**src/rtl/lsu_pkg.sv**
```systemverilog
// Shared definitions for the load/store-writeback stage: funct3 encodings,
// FSM state type and the funct3 legality check.
package lsu_pkg;

  localparam logic [2:0] F3_B  = 3'b000;
  localparam logic [2:0] F3_H  = 3'b001;
  localparam logic [2:0] F3_W  = 3'b010;
  localparam logic [2:0] F3_BU = 3'b100;
  localparam logic [2:0] F3_HU = 3'b101;

  typedef enum logic [1:0] {
    IDLE = 2'd0,
    BUS  = 2'd1,
    WB   = 2'd2,
    ERR  = 2'd3
  } lsu_state_t;

  // Stores only have SB/SH/SW; loads add the unsigned byte/halfword forms.
  function automatic logic f3_illegal(input logic store, input logic [2:0] f3);
    if (store) return (f3 > F3_W);
    return (f3 == 3'b011) || (f3[2:1] == 2'b11);
  endfunction

endpackage

```
**src/rtl/lsu_align.sv**
```systemverilog
// Byte-lane steering for stores and extract/extend for loads (combinational).
module lsu_align
  import lsu_pkg::*;
(
  input  logic [2:0]  funct3,
  input  logic [1:0]  addr,
  input  logic [31:0] sdata,
  input  logic [31:0] rdata,
  output logic [3:0]  be,
  output logic [31:0] wdata,
  output logic [31:0] ldata
);

  logic [7:0]  byte_sel;
  logic [15:0] half_sel;

  always_comb begin
    be    = '0;
    wdata = '0;
    case (funct3)
      F3_B: begin
        be    = 4'b0001 << addr;
        wdata = {4{sdata[7:0]}};
      end
      F3_H: begin
        be    = 4'b0011 << {addr[1], 1'b0};
        wdata = {2{sdata[15:0]}};
      end
      F3_W: begin
        be    = '1;
        wdata = sdata;
      end
      default: begin
        be    = '0;
        wdata = '0;
      end
    endcase
  end

  always_comb begin
    byte_sel = '0;
    case (addr)
      2'd0:    byte_sel = rdata[7:0];
      2'd1:    byte_sel = rdata[15:8];
      2'd2:    byte_sel = rdata[23:16];
      default: byte_sel = rdata[31:24];
    endcase
    half_sel = addr[1] ? rdata[31:16] : rdata[15:0];
  end

  always_comb begin
    ldata = '0;
    case (funct3)
      F3_B:    ldata = {{24{byte_sel[7]}}, byte_sel};
      F3_BU:   ldata = {24'd0, byte_sel};
      F3_H:    ldata = {{16{half_sel[15]}}, half_sel};
      F3_HU:   ldata = {16'd0, half_sel};
      F3_W:    ldata = rdata;
      default: ldata = '0;
    endcase
  end

endmodule

```
**src/rtl/lsu_wb.sv**
```systemverilog
// RV32I load/store + writeback stage: one blocking word-aligned bus access.
// Define LSU_MISALIGN_TRAP_EN to reject misaligned halfword/word accesses.
module lsu_wb
  import lsu_pkg::*;
#(
  parameter int unsigned ADDR_W = 32
) (
  input  logic              clk,
  input  logic              reset,
  input  logic              req_valid,
  output logic              req_ready,
  input  logic              req_store,
  input  logic [2:0]        req_funct3,
  input  logic [ADDR_W-1:0] req_addr,
  input  logic [31:0]       req_sdata,
  input  logic [4:0]        req_rd,
  output logic              mem_req,
  output logic              mem_we,
  output logic [3:0]        mem_be,
  output logic [ADDR_W-1:0] mem_addr,
  output logic [31:0]       mem_wdata,
  input  logic              mem_ack,
  input  logic [31:0]       mem_rdata,
  output logic              rf_we,
  output logic [4:0]        rf_wa,
  output logic [31:0]       rf_wdata,
  output logic              lsu_err
);

  lsu_state_t        state_q, state_d;
  logic              store_q;
  logic [2:0]        f3_q;
  logic [ADDR_W-1:0] addr_q;
  logic [31:0]       sdata_q;
  logic [4:0]        rd_q;
  logic [31:0]       ldata_q;

  logic [3:0]        al_be;
  logic [31:0]       al_wdata;
  logic [31:0]       al_ldata;
  logic              misalign;
  logic              reject;

  lsu_align u_align (
    .funct3 (f3_q),
    .addr   (addr_q[1:0]),
    .sdata  (sdata_q),
    .rdata  (mem_rdata),
    .be     (al_be),
    .wdata  (al_wdata),
    .ldata  (al_ldata)
  );

`ifdef LSU_MISALIGN_TRAP_EN
  assign misalign = ((req_funct3[1:0] == 2'b01) && req_addr[0]) ||
                    ((req_funct3 == F3_W) && (req_addr[1:0] != 2'b00));
`else
  assign misalign = 1'b0;
`endif

  assign reject = f3_illegal(req_store, req_funct3) || misalign;

  always_ff @(posedge clk) begin
    if (reset) begin
      state_q <= IDLE;
      store_q <= 1'b0;
      f3_q    <= '0;
      addr_q  <= '0;
      sdata_q <= '0;
      rd_q    <= '0;
      ldata_q <= '0;
    end else begin
      state_q <= state_d;
      if (state_q == IDLE && req_valid) begin
        store_q <= req_store;
        f3_q    <= req_funct3;
        addr_q  <= req_addr;
        sdata_q <= req_sdata;
        rd_q    <= req_rd;
      end
      if (state_q == BUS && mem_ack && !store_q) ldata_q <= al_ldata;
    end
  end

  // Outputs decode from state only; req_ready is also gated so it reads 0 during reset.
  always_comb begin
    state_d   = state_q;
    req_ready = 1'b0;
    mem_req   = 1'b0;
    mem_we    = 1'b0;
    mem_be    = '0;
    mem_addr  = '0;
    mem_wdata = '0;
    rf_we     = 1'b0;
    rf_wa     = '0;
    rf_wdata  = '0;
    lsu_err   = 1'b0;
    case (state_q)
      IDLE: begin
        req_ready = !reset;
        if (req_valid) state_d = reject ? ERR : BUS;
      end
      BUS: begin
        mem_req   = 1'b1;
        mem_we    = store_q;
        mem_be    = store_q ? al_be : 4'b1111;
        mem_addr  = {addr_q[ADDR_W-1:2], 2'b00};
        mem_wdata = store_q ? al_wdata : '0;
        if (mem_ack) state_d = store_q ? IDLE : WB;
      end
      WB: begin
        rf_we    = (rd_q != 5'd0);
        rf_wa    = rd_q;
        rf_wdata = ldata_q;
        state_d  = IDLE;
      end
      ERR: begin
        lsu_err = 1'b1;
        state_d = IDLE;
      end
      default: state_d = IDLE;
    endcase
  end

endmodule
```
**config.mk**
```make
export PLATFORM = sky130hd
export DESIGN_NAME = lsu_wb
export DESIGN_NICKNAME = d
export VERILOG_FILES = /design/src/rtl/lsu_pkg.sv /design/src/rtl/lsu_align.sv /design/src/rtl/lsu_wb.sv
export SDC_FILE = /design/constraint.sdc
export NUM_CORES = 1
export LEC_CHECK = 0
export ABC_AREA = 0
export BUFFER_PORTS_ARGS = -buffer_cell sky130_fd_sc_hd__buf_4
export CORE_UTILIZATION = 35
export CTS_CLUSTER_SIZE = 14
export DETAILED_ROUTE_END_ITERATION = 8
export HOLD_SLACK_MARGIN = 0.02
export PLACE_DENSITY = 0.69
export SETUP_SLACK_MARGIN = 0.02
export SLEW_MARGIN = 25
export SYNTH_ARGS = -nofsm -noshare
export SYNTH_HDL_FRONTEND = slang
export SYNTH_SLANG_ARGS = --single-unit
```
**constraint.sdc**
```tcl
create_clock -name clk -period 2.3 [get_ports clk]
set_clock_uncertainty 0.2 [all_clocks]
set_input_delay 0.115 -clock clk [delete_from_list [all_inputs] [get_ports clk]]
set_output_delay 0.115 -clock clk [all_outputs]
set_load 0.02 [all_outputs]
```
== Word-level counts from Yosys, hierarchy flattened ==
Index checks and enable logic that the tools add are counted.
Word-level totals
  bits in registers: 107
  logic and storage cells: 60
  bits of input ports: 109
Operators by class
  magnitude comparators: 1
  reduce and logical (&&, ||, !) cells: 12
  muxes and demuxes: 25
  eq/ne operators: 13
  shift-type cells: 2
Operators with widths (count)
  32-bit case mux with 5 select lines: 1
  32-bit 2-to-1 mux: 4
  32-bit case mux with 3 select lines: 1
  8-bit case mux with 3 select lines: 1
  16-bit 2-to-1 mux: 1
  4-bit case mux with 3 select lines: 1
  2-bit equality test (second input constant): 4
  1-bit 2-to-1 mux: 8
  2-bit 2-to-1 mux: 4
  4-bit 2-to-1 mux: 2
  3-bit by 2-bit equality test with 1-bit output (second input constant): 2
  3-bit equality test (second input constant): 2
  2-bit case mux with 3 select lines: 1
  5-bit 2-to-1 mux: 1
  5-bit nonzero test: 1
  2-bit by 1-bit equality test with 1-bit output (second input constant): 2
  2-bit zero test: 2
  2-bit != test (second input constant): 2
  1-bit by 2-bit left shift with 4-bit output (first input constant): 1
  2-bit by 2-bit left shift with 4-bit output (first input constant): 1
  3-bit by 1-bit equality test with 1-bit output (second input constant): 1
  3-bit by 2-bit greater-than comparator with 1-bit output (second input constant): 1
  1-bit logical AND: 3
  3-bit zero test: 1
  other kinds (4): 5

== Logic depth before layout (Yosys ltp) ==
  depth after elaboration: 6
  gate-level depth with buffers: 7
  gate-level depth less buffers: 5

== Cells and area by module ==
From an unflattened synthesis, not the netlist that was laid out.
Unflattened totals
  cells, all modules: 846
  area, all modules: 6183.4 um2
By module, submodules not included
  lsu_wb: times used 1, cells each 603, area an instance 4568.1 um2, sequential area each 2142.1 um2
  lsu_align: times used 1, cells each 243, area an instance 1615.3 um2, sequential area each 0.0 um2

== Worst setup path after synthesis ==
Ideal clock, no wire load.
  path type: register to output
  start point: reg state_q[0]
  end point: out mem_wdata[22]
  path buffers: 1
  arrival time: 1618 ps
  required time: 1985 ps
  slack: 367 ps
  stages on the path, launching flop included: 7
  cell sequence: dfxtp_1 > nand2b_1 > inv_1 > and2_2 > nand2_1 > buf_2 > a21oi_1
Between the ends
  longest elaborated chain between the ends: 2
Ends and longest elaborated chain
  from (decl): RTL line lsu_wb.sv:30  | lsu_state_t state_q, state_d;
  from (signal assigned): RTL line lsu_wb.sv:73  | state_q <= state_d;
  2-bit by 1-bit equality test with 1-bit output: RTL line lsu_wb.sv:98  | case (state_q)
  32-bit 2-to-1 mux: RTL line lsu_wb.sv:98
  to (decl): RTL line lsu_wb.sv:21  | output logic [31:0] mem_wdata,
Every way passes these cells.

== Worst setup path in the final report ==
  start point: reg state_q[1]
  end point: reg ldata_q[19]
Between the ends
  longest elaborated chain between the ends: 3
Ends and longest elaborated chain
  2-bit by 1-bit equality test with 1-bit output: RTL line lsu_wb.sv:81  | if (state_q == BUS && mem_ack && !store_q) ldata_q <= al_ldata;
  1-bit logical AND (2 in series): RTL line lsu_wb.sv:81
  to (signal assigned): RTL line lsu_wb.sv:81
  to (decl): RTL line lsu_wb.sv:36  | logic [31:0] ldata_q;
Every way passes these cells.
A chain may end at the register's enable or synchronous reset.

==> impl_metrics.py <==
metrics = {
    "run_status": {
        "status": "complete, no violations",
    },
    "sta": {
        "hold_violations": 0,
        "rsz0062_at_grt": "false",
        "setup_viol": 0,
        "setup_ws_ns": 0.138,
        "timing.setup.tns_ns": 0,
        "min_period_over_period_pct": 94.0,
        "finalCriticalPeriod_ns": 2.16,
        "finalMaxSlewViolations": 0,
        "fmax_ghz": 0.463,
        "slew_headroom_pct": 42.4,
        "worstMarginPinSlew_ns": 0.857,
    },
    "clock_tree": {
        "cts_max_path_buffers": 2,
        "clk-insertion-delay-late_ns": 0.34,
        "cts_tree": "done",
        "cts_root_buf": "clkbuf_16",
        "cts-htree-levels": 3,
        "cts_buffers": 9,
        "post-cts-setup-buffers": 0,
        "cts.sinks": 107,
        "clkTransAtPathRegs_ns": 0.07,
    },
    "place": {
        "place_hpwl_um": 11600,
        "dpl_worst_slack_ns": 0.105,
        "port_buffers": 216,
        "place_area_um2": 6930,
        "gp_congestion": 0.890,
    },
    "logic_synthesis": {
        "ys_seq_elements": 107,
        "netlist_area_um2": 5170,
        "async_reset_ff_share_pct": 0,
        "ys_warn_count": 0,
        "synth.area.top_cells": "dfxtp_1, nand2_1, a21oi_1, and2_1, a221o_1",
        "avgSynthCellArea_um2": 7.74,
        "synth-edff-count": 0,
        "ys.flop_type": "dfxtp_1",
        "synth_top_cell_by_area": "dfxtp_1",
        "synth.distinct_cells": 41,
        "yosysSeqAreaShare_pct": 41.4,
        "syn_inst": 668,
        "yosysTopAreaCellShare_pct": 41.4,
    },
    "global_route": {
        "grt_start_max_net_pins": 51,
        "grt_pass1_vias": 5297,
        "antenna_found_initial": 1,
        "overflow": 0,
        "grt_usage_pct": 22.6,
        "grt_pass1_wl_um": 26600,
    },
    "cells_and_area": {
        "final_nets": 1077,
        "final_common_cell": "buf_4",
        "utilization_pct": 57.6,
        "final_cell_area_um2": 8340,
        "layout-drive-gt1-share_pct": 28.9,
        "layout_common_cells": "buf_4, nand2_1, a21oi_1",
        "syn_to_final_growth_pct": 61.3,
    },
    "worst_hold_path": {
        "holdCritPathClass": "primary input to register",
        "whs_path_depth": 5,
    },
    "setup_path": {
        "worst_path_max_delay_cell": "nor4_4",
        "crit_arrival_ns": 2.25,
        "crit_fanout": 16,
        "startpoint_type": "register",
        "worstRegToRegCells": 4,
        "cp_slowest_stage_delay_ns": 0.66,
        "cp.depth": 4,
        "critPathBufInv": 0,
        "worstSetupPathType": "register to register",
        "critical_path.cell_chain": "nand4bb_4 > or3_4 > nor4_4 > a221o_1",
        "end_kind": "register",
        "crit_required_ns": 2.39,
        "critPathTopFamily": "simple AND/OR/NAND/NOR gates",
    },
    "die": {
        "core.rowCount": 44,
        "die_w_um": 124,
        "initial_core_util_pct": 35.7,
        "dieHeight_um": 124,
        "die-area_um2": 15300,
        "core_um2": 14500,
        "io_pins": 219,
    },
    "route": {
        "routed_wl_um": 17400,
        "drc_errors": 0,
        "dr_total_vias": 5660,
        "wire_per_inst_um": 15.1,
        "detail_route.vias_per_cell": 4.89,
        "first_pass_iters": 5,
        "antenna_left": 0,
        "drt_iter0_drc": 377,
    },
    "job": {
        "maxCapViolations": 0,
    },
    "power_and_ir_drop": {
        "p_per_area_nw_per_um2": 552,
        "ir_drop_v": 0.000542,
        "total_leakage_power_nw": 3.64,
    },
}
-- final timing paths --
check                                           endpoint                    start  slack [ns]
worst max-delay path            ldata_q[19]$_SDFFE_PP0P_  state_q[1]$_SDFFE_PP0P_        0.14
worst min register to register    addr_q[4]$_SDFFE_PP0P_   addr_q[4]$_SDFFE_PP0P_        0.25
worst max register to register  ldata_q[19]$_SDFFE_PP0P_  state_q[1]$_SDFFE_PP0P_        0.14
worst min-delay path             state_q[1]$_SDFFE_PP0P_                req_valid        0.05
-- power breakdown --
group | internal, W | switching, W
clock | 0.000875 | 0.000712
combinational | 0.000481 | 0.000495
sequential | 0.00197 | 0.0000741
total | 0.00333 | 0.00128
-- layout make-up --
type	count	area, µm²
fill	1335	6140
timing repair buffer	342	2860
multi-input combinational	506	2800
sequential	107	2140
clock buffer	10	239
tap	184	230
clock inverter	6	62.6
inverter	2	7.51
antenna	1	2.50
-- through the flow --
stage / cells / total power, W / hold slack, ns
finish: 1158 / 0.00461 / 0.0473
detailed placement: 1034 / 0.00290 / 0.156
global placement: 1034 / 0.00288 / 0.153
floorplan: 669 / 0.00255 / 0.0510
CTS: 1157 / 0.00464 / 0.0233
global route: 1158 / 0.00484 / 0.0688
-- kinds of logic after synthesis --
logic type | Yosys count | share of synthesized area [%]
simple gates | 326 | 30.2
compound gates | 168 | 20.9
flops | 107 | 41.4
buf+inv | 56 | 5.42
mux | 9 | 1.77
xor+xnor | 1 | 0.169
other cells | 1 | 0.0725
-- registers in the layout, summed over array words and instances, names as in the netlist --
signal / cells
ldata_q: 32
rd_q: 5
store_q: 1
sdata_q: 32
state_q: 2
addr_q: 32
f3_q: 3
-- timing repair --
item / 4_1_cts / 5_1_grt
hold endpoints to repair: 107 / 0
hold buffers: 107 / 0
resized for setup: 5 / 4
setup endpoints to repair: 24 / 17
-- worst min-delay path: stages --
cell and delay [ns]:
buf_4 0.11, nand2b_1 0.14, a21oi_1 0.06, nor2_1 0.08, nor3_1 0.05
-- Yosys cell counts (2+ instances only) --
library cell and count:
inv_1 2, and2_2 2, mux2i_1 8, a22o_2 8, nand2b_1 11, nor2_1 43
nor3_1 4, buf_4 3, clkbuf_1 38, nor2b_1 6, o2bb2ai_1 7, dfxtp_1 107
a21oi_1 113, buf_6 4, and2_1 77, clkbuf_8 2, o21ai_0 5, a221o_1 24
buf_2 2, or4_1 2, a221oi_1 7, buf_1 4, or3b_2 2, nand2_1 169
or2_2 2
-- layer usage --
layer  part of all wire, %  wire (µm)  up-vias  track usage [%]
li1                      -          -     2834                -
met1                    43       7590     2583             28.6
met2                    47       8260      216             37.3
met3                   6.8       1200       27             5.30
met4                   2.3        406        0             8.51
met5                     0          0        -                0
No activity file was read; power rests on OpenSTA's default activity.
